$ cat src/rtl/calc_sequencer.sv
// Calculator operation sequencer: captures A then B/op on enter pulses,
// runs add/sub in one cycle or multiply as a WIDTH-cycle shift-add, and
// presents a registered result with busy/valid/error status.
module calc_sequencer #(
  parameter int WIDTH = 4
) (
  input  logic                 clk,
  input  logic                 rst,
  input  logic                 btn_enter,
  input  logic                 btn_clear,
  input  logic [1:0]           op_sel,
  input  logic [WIDTH-1:0]     sw_data,
  output logic                 busy,
  output logic [2*WIDTH-1:0]   result,
  output logic                 neg,
  output logic                 result_valid,
  output logic                 err,
  output logic [2:0]           state_code
);

  localparam int RW = 2 * WIDTH;
  localparam int CW = (WIDTH > 1) ? $clog2(WIDTH) : 1;

  localparam logic [1:0] OP_ADD = 2'b00;
  localparam logic [1:0] OP_SUB = 2'b01;
  localparam logic [1:0] OP_MUL = 2'b10;
  localparam logic [1:0] OP_RSV = 2'b11;

  typedef enum logic [2:0] {
    S_IDLE   = 3'd0,
    S_WAIT_B = 3'd1,
    S_EXEC   = 3'd2,
    S_DONE   = 3'd3,
    S_ERR    = 3'd4
  } state_t;

  state_t          r_state, w_state_nxt;
  logic [WIDTH-1:0] r_a, r_b;
  logic [1:0]       r_op;
  logic [RW-1:0]    r_acc, r_result;
  logic [CW-1:0]    r_cnt;
  logic             r_neg;

  logic [WIDTH:0]   w_sum;
  logic [WIDTH-1:0] w_diff;
  logic             w_a_ge_b;
  logic [RW-1:0]    w_acc_nxt;
  logic             w_mul_last;

  // Datapath arithmetic for the EXEC state, shared by next-state and registers.
  always_comb begin
    w_sum      = {1'b0, r_a} + {1'b0, r_b};
    w_a_ge_b   = (r_a >= r_b);
    w_diff     = w_a_ge_b ? (r_a - r_b) : (r_b - r_a);
    w_acc_nxt  = r_acc + (r_b[r_cnt] ? (RW'(r_a) << r_cnt) : '0);
    w_mul_last = (r_cnt == CW'(WIDTH - 1));
  end

  // State register; reset behaves exactly like clear.
  always_ff @(posedge clk) begin
    if (rst) r_state <= S_IDLE;
    else     r_state <= w_state_nxt;
  end

  // Next-state logic; clear has priority over enter in every state.
  always_comb begin
    w_state_nxt = r_state;
    if (btn_clear) begin
      w_state_nxt = S_IDLE;
    end else begin
      case (r_state)
        S_IDLE:   if (btn_enter) w_state_nxt = S_WAIT_B;
        S_WAIT_B: if (btn_enter) w_state_nxt = (op_sel == OP_RSV) ? S_ERR : S_EXEC;
        S_EXEC: begin
          if (r_op == OP_MUL) begin
            if (w_mul_last) w_state_nxt = S_DONE;
          end else if (r_op == OP_RSV) begin
            w_state_nxt = S_ERR;
          end else begin
            w_state_nxt = S_DONE;
          end
        end
        S_DONE:   if (btn_enter) w_state_nxt = S_WAIT_B;
        S_ERR:    w_state_nxt = S_ERR;
        default:  w_state_nxt = S_IDLE;
      endcase
    end
  end

  // Operand capture, multiply accumulation and result registers.
  always_ff @(posedge clk) begin
    if (rst || btn_clear) begin
      r_a      <= '0;
      r_b      <= '0;
      r_op     <= '0;
      r_acc    <= '0;
      r_cnt    <= '0;
      r_result <= '0;
      r_neg    <= 1'b0;
    end else begin
      case (r_state)
        S_IDLE: if (btn_enter) r_a <= sw_data;
        S_WAIT_B: if (btn_enter) begin
          r_b   <= sw_data;
          r_op  <= op_sel;
          r_acc <= '0;
          r_cnt <= '0;
        end
        S_EXEC: begin
          case (r_op)
            OP_ADD: begin
              r_result <= RW'(w_sum);
              r_neg    <= 1'b0;
            end
            OP_SUB: begin
              r_result <= RW'(w_diff);
              r_neg    <= ~w_a_ge_b;
            end
            OP_MUL: begin
              r_acc <= w_acc_nxt;
              r_cnt <= r_cnt + CW'(1);
              r_neg <= 1'b0;
              if (w_mul_last) r_result <= w_acc_nxt;
            end
            default: r_result <= '0;
          endcase
        end
        // Leaving DONE starts a fresh calculation with A from the switches.
        S_DONE: if (btn_enter) begin
          r_a      <= sw_data;
          r_result <= '0;
          r_neg    <= 1'b0;
        end
        default: ;
      endcase
    end
  end

  // Status outputs decode straight from the state register.
  always_comb begin
    busy         = (r_state == S_EXEC);
    result_valid = (r_state == S_DONE);
    err          = (r_state == S_ERR);
    result       = err ? '0 : r_result;
    neg          = r_neg;
    state_code   = r_state;
  end

endmodule

$ cat config.mk
export PLATFORM = sky130hd
export DESIGN_NAME = calc_sequencer
export DESIGN_NICKNAME = d
export VERILOG_FILES = /design/src/rtl/calc_sequencer.sv
export SDC_FILE = /design/constraint.sdc
export NUM_CORES = 1
export LEC_CHECK = 0
export ABC_CLOCK_PERIOD_IN_PS = 2300
export CAP_MARGIN = 20
export CORE_ASPECT_RATIO = 1.75
export CORE_MARGIN = 2
export CORE_UTILIZATION = 52
export DETAILED_ROUTE_END_ITERATION = 16
export PLACE_DENSITY = 0.77
export SLEW_MARGIN = 10
export SYNTH_ARGS = -nofsm -noshare
export SYNTH_HDL_FRONTEND = slang
export SYNTH_SLANG_ARGS = --single-unit
$ cat constraint.sdc
create_clock -name clk -period 2.3 [get_ports clk]
set_input_delay 0.23 -clock clk [delete_from_list [all_inputs] [get_ports clk]]
set_output_delay 0.23 -clock clk [all_outputs]
set_load 0.02 [all_outputs]
== Yosys cells after proc, flatten, opt, wreduce, memory -nomap -nowiden ==
Cells that the tools add are included.

* Register bits: 32
* Input bits: 10
* Logic and storage cells: 70

* Multiplexer cells: 24
* Reductions and logical operators: 14
* Eq/ne operators: 15
* Bitwise logic cells: 1
* Add/sub/neg operators: 5
* $lt $le $gt $ge: 2
* Shifts and indexed selects: 1

{| class="wikitable"
|+ Operators by type and width
! kind !! number
|-
| $mux W8 || 5
|-
| $pmux W8 S2 || 2
|-
| $pmux W8 S3 || 1
|-
| $mux W3 || 6
|-
| $pmux W3 S4 || 1
|-
| $reduce_and A3 Y1 || 4
|-
| $add A8 B8 Y8 || 1
|-
| $eq A2 B2 Y1 const B || 4
|-
| $shl A4 B2 Y8 || 1
|-
| $sub A4 B4 Y4 || 2
|-
| $eq A3 B2 Y1 const B || 2
|-
| $reduce_or A2 Y1 || 3
|-
| $add A4 B4 Y5 || 1
|-
| $ge A4 B4 Y1 || 1
|-
| $mux W2 || 2
|-
| $mux W4 || 1
|-
| $ne A2 B1 Y1 const B || 2
|-
| $ne A2 B2 Y1 const B || 2
|-
| $pmux W1 S2 || 2
|-
| $pmux W2 S2 || 1
|-
| $reduce_and A2 Y1 || 2
|-
| $reduce_bool A2 Y1 || 2
|-
| $eq A3 B1 Y1 const B || 1
|-
| $eq A3 B3 Y1 const B || 1
|-
| other kinds (11) || 12
|}

== Logic depth before layout (Yosys ltp) ==
Gate-level depths: netlist of the first run.

* Depth after elaboration: 7
* Depth in mapped cells: 10

== Least setup slack after synthesis of the first run ==
No wires, ideal clock.

* Path type: flip-flop to flip-flop
* Start point: register r_cnt[0]
* End point: register r_acc[7]
* Period minus slack after synthesis: 2462 ps
* Arrival time: 2383 ps
* Slack: -162 ps
* Setup time: 79 ps
* Cell stages (with the launch flop): 11
* Cell sequence: dfxtp_1 clkbuf_1 mux2i_1 nand2b_1 and3_1 ha_1 and3_1 o21a_1 o22ai_1 or4_1 o211ai_1

* Cells in the longest elaborated chain, start to end: 6
* Elaborated cells between the ends (all ways): 7
* Classes of those cells: add/sub: 1; shift: 1; mux: 5

{| class="wikitable"
|+ RTL lines
! element !! RTL line !! text
|-
| from (decl) || 41 || <nowiki>logic [CW-1:0] r_cnt;</nowiki>
|-
| from (signal assigned) || 121 || <nowiki>r_cnt <= r_cnt + CW'(1);</nowiki>
|-
| $bmux W1 S2 || 55 || <nowiki>w_acc_nxt = r_acc + (r_b[r_cnt] ? (RW'(r_a) << r_cnt) : '0);</nowiki>
|-
| $mux W1 (implied by the code) || 55 ||
|-
| $mux W8 (*) || 55 ||
|-
| $add A8 B8 Y8 (*) || 55 ||
|-
| $mux W8 (*) || 110 || <nowiki>case (r_op)</nowiki>
|-
| $pmux W8 S2 (*) || 101 || <nowiki>case (r_state)</nowiki>
|-
| to (signal assigned) || 120 || <nowiki>r_acc <= w_acc_nxt;</nowiki>
|-
| to (decl) || 40 || <nowiki>logic [RW-1:0] r_acc, r_result;</nowiki>
|}

Mark *: on every way between the ends. The rest lies on a longest branch, timed or not. The select of a mux whose other input is x is not followed.
A chain may end at the register's enable or synchronous reset.

== Worst setup path after layout of the first run ==
Same ends and word-level chain as after synthesis.

==> results of run 1 <==
layer usage:
metal / track usage [%] / up-vias
li1: - / 1150
met3: 4.52 / 39
met5: 0 / -
met2: 51.7 / 97
met4: 17.9 / 0
met1: 23.6 / 1174
metrics by stage:
step	std cells	area [µm²]	utilization, %	hold WS [ps]
3_3_place_gp	384	2930	64.0	428
4_1_cts	394	3130	68.2	454
2_1_floorplan	287	2440	-	374
6_report	399	3270	71.3	447
5_1_grt	399	3270	71.3	463
3_5_place_dp	384	2930	64.0	444
cell type report:
type / count / area share [%]
timing repair buffer: 67 / 17.5
multi-input combinational: 227 / 55.3
tap: 52 / 1.99
clock buffer: 7 / 2.95
clock inverter: 1 / 0.920
sequential: 32 / 19.8
inverter: 13 / 1.53
cells in the final DEF, fill, tap and decap left out, types with 3 or more instances in the layout:
| master | n |
|---|---|
| buf_4 | 41 |
| nor2_1 | 29 |
| dfxtp_1 | 27 |
| clkdlybuf4s50_1 | 24 |
| nand2_1 | 22 |
| ha_1 | 15 |
| a21oi_1 | 14 |
| nand3_1 | 13 |
| inv_1 | 11 |
| nor2b_1 | 11 |
| mux2i_1 | 10 |
| clkbuf_8 | 7 |
| a21oi_2 | 6 |
| o21a_1 | 6 |
| nor3_1 | 5 |
| dfxtp_2 | 5 |
| o21ai_0 | 4 |
| o211ai_1 | 4 |
| a211o_1 | 4 |
| nand4_1 | 4 |
| and2_4 | 3 |
| nand2b_1 | 3 |
| xor2_1 | 3 |
| a21o_1 | 3 |
| xnor2_1 | 3 |
| a31oi_1 | 3 |
| ha_4 | 3 |
tightest hold or removal path: stages, from the launching register on:
cell and delay [ps]:
dfxtp_1 310, nand2_1 50, o21ai_1 50
worst max path at each step:
stage,startpoint,slack (ps),endpoint
final,r_cnt[0],-210,r_acc[7]
after CTS,r_cnt[0],-80,r_acc[7]
after global placement,r_cnt[0],-30,r_acc[6]
after detailed placement,r_cnt[0],-100,r_acc[7]
after floorplan,r_cnt[0],-20,r_acc[7]
after global routing,r_cnt[0],-250,r_acc[7]
sequential cells by signal, summed over array words and instances (netlist names):
name and count:
state_code 3, r_b 4, r_cnt 2, r_a 4, r_op 2, r_acc 8, r_result 8, neg 1
cell families after synthesis:
group           synth area share, %
simple gates                   25.8
compound gates                 19.7
flops                          26.3
buf+inv                        5.35
fa+ha+maj                      13.1
mux                            7.30
xor+xnor                       2.52
power by group:
part / internal [mW] / switching [mW] / leakage, nW
Sequential: 0.559 / 0.00792 / 0.261
Clock: 0.382 / 0.234 / 0.0645
Combinational: 0.0706 / 0.0729 / 1.05
what timing repair did:
item                                    in CTS  in global routing
buffers inserted                             2                  5
pin swaps                                    4                 13
endpoints found under the setup margin      11                 12
gates resized for setup                      9                 28
hold endpoints to repair                     0                  0
==> metrics.md, run 1 <==
| Metric | Value |
|---|---|
| Die Ht | `94.5 µm` |
| WP depth | `10` |
| Register area | `647 µm²` |
| Number of max-cap violations | `0` |
| Area contributors post-synth | `dfxtp_1, ha_1, mux2i_1` |
| R2R Path Start | `r_cnt[0]` |
| Final setup TNS | `-699 ps` |
| Buffers added on ports | `24` |
| Met2 WL post-DR | `4050 µm` |
| # H-tree levels | `2` |
| Layout cells sized above 1 | `30.8%` |
| Critical Path, Cell by Cell | `mux4_2 > buf_4 > and2_4 > ha_4 > o21a_1 > o21a_1 > o22ai_2 > buf_4 > nand4_1 > o211ai_1` |
| Crit path kind | `reg -> reg` |
| Max Transition Viols Final | `0` |
| Hold EP | `r_result[7]` |
| Final worst-path cycle share | `109%` |
| DRT Wirelength | `7320 µm` |
| CP endpoint kind | `flip-flop` |
| Diode count | `0` |
| Vias | `2,460` |
| Grt ovf | `0` |
| FMAX | `398 MHz` |
| Post-route DRC | `0` |
| Clock skew | `6.46 ps` |
| Netlist cell types | `65` |
| Fill cells | `341` |
| Leakage Power | `1.38 nW` |
| Hold path start | `r_result[7]` |
| Most common cell in the netlist | `dfxtp_1` |
| Met3 routed WL | `297 µm` |
| DR vias/cell | `6.17` |
| Post-DP HPWL | `4850 µm` |
| Slowest-stage cell, CP | `mux4_2` |
| Antenna Nets Post-Route | `0` |
| Core Area | `4580 µm²` |
| VDD IR max | `0.400 mV` |
| HP Class | `reg -> reg` |
| WL met1 | `2550 µm` |
| Startpoint types | `flip-flop` |
| EDFF count, synth | `0` |
| Worst-path clk slew | `70 ps` |
| Post-layout min period | `2510 ps` |
| Initial Util | `53.1%` |
| Worst-margin pin slew | `461 ps` |
| Syn_area_per_cell | `8.48 µm²` |
| Net Count, Synth | `320` |
| Multi-input logic area | `1810 µm²` |
| Max_slew headroom | `69.2%` |
| Ys async rst share | `0%` |
| Worst Path Buf+Inv | `2` |
| Initial DRC count | `109` |
| CTS tree | `built` |
| Post-CTS Hold Buffers | `0` |
| Critical path's top delay family | `compound AO/OA/AOI/OAI gates` |
| Nets@finish | `379` |
| CTS Buf Count | `5` |
| Clock tree buffer depth | `2` |
| Status | `finished, violations left` |
| Most frequent cells after synthesis | `dfxtp_1, nor2_1, nand2_1` |
| # IOs | `25` |
| First-pass GRT wire length | `10,700 µm` |
| GP Congestion | `0.891` |
| Reg2reg setup slack | `-210 ps` |
| Crit path largest cell delay | `520 ps` |
| Setup ws final | `-213 ps` |
| Worst hold path depth | `2` |
| Clock Sink Count | `32` |
| Mapped Cells | `287` |
| Clk Tree Root Cell | `clkbuf_8` |
| Overall power | `1.33 mW` |
| Router iterations before antenna repair | `4` |
| Violated checks | `setup timing` |
| Share of the synthesized area in the top cell type | `26.3%` |
| Critical Path RT | `2500 ps` |
| Final setup violation count | `9` |
| Synth area leader | `dfxtp_1` |
| Mapped cell area | `2430 µm²` |
| RSZ-0062 raised after global routing | `true` |
| CP arrival | `2720 ps` |
| Area added between synthesis and finish | `34.2%` |
| Ys flop type | `dfxtp_1` |
| CP Max Fanout | `3` |
| Later-pin clock latency in the skew report | `300 ps` |
| Full die area | `5270 µm²` |
| Crit Reg-Reg Endpoint | `r_acc[7]` |
| Max Used Layer | `met4` |
| Dpl ws | `-103 ps` |
| Largest net degree at the start of global routing | `17` |
| Post-synthesis sequential area ratio | `26.3%` |
| Pwr/cell area | `406 nW/µm²` |
| FP Rows | `33` |
| Register bit count reported by yosys | `32` |
| Initial antenna violation count | `0` |
| Vias in the first global route | `2,353` |
| R2r worst-path depth | `10` |
| Die X | `55.7 µm` |
| Final Hold Vio Count | `0` |
| Yosys warns | `0` |
| DR WL/cell | `18.4 µm` |
| GRT Resource Usage Total | `26.3%` |
Power figures use the tool's default switching activity.
==> run 2, diff against run 1 <==
--- a/config.mk
+++ b/config.mk
@@ -10,6 +10,7 @@
 export CORE_ASPECT_RATIO = 1.75
 export CORE_MARGIN = 2
 export CORE_UTILIZATION = 52
+export CTS_BUF_LIST = sky130_fd_sc_hd__clkbuf_4 sky130_fd_sc_hd__clkbuf_8 sky130_fd_sc_hd__clkbuf_16
 export DETAILED_ROUTE_END_ITERATION = 16
 export PLACE_DENSITY = 0.77
 export SLEW_MARGIN = 10
==> results of run 2 <==
The final DEF is identical to that of run 1; final timing and power are the same.
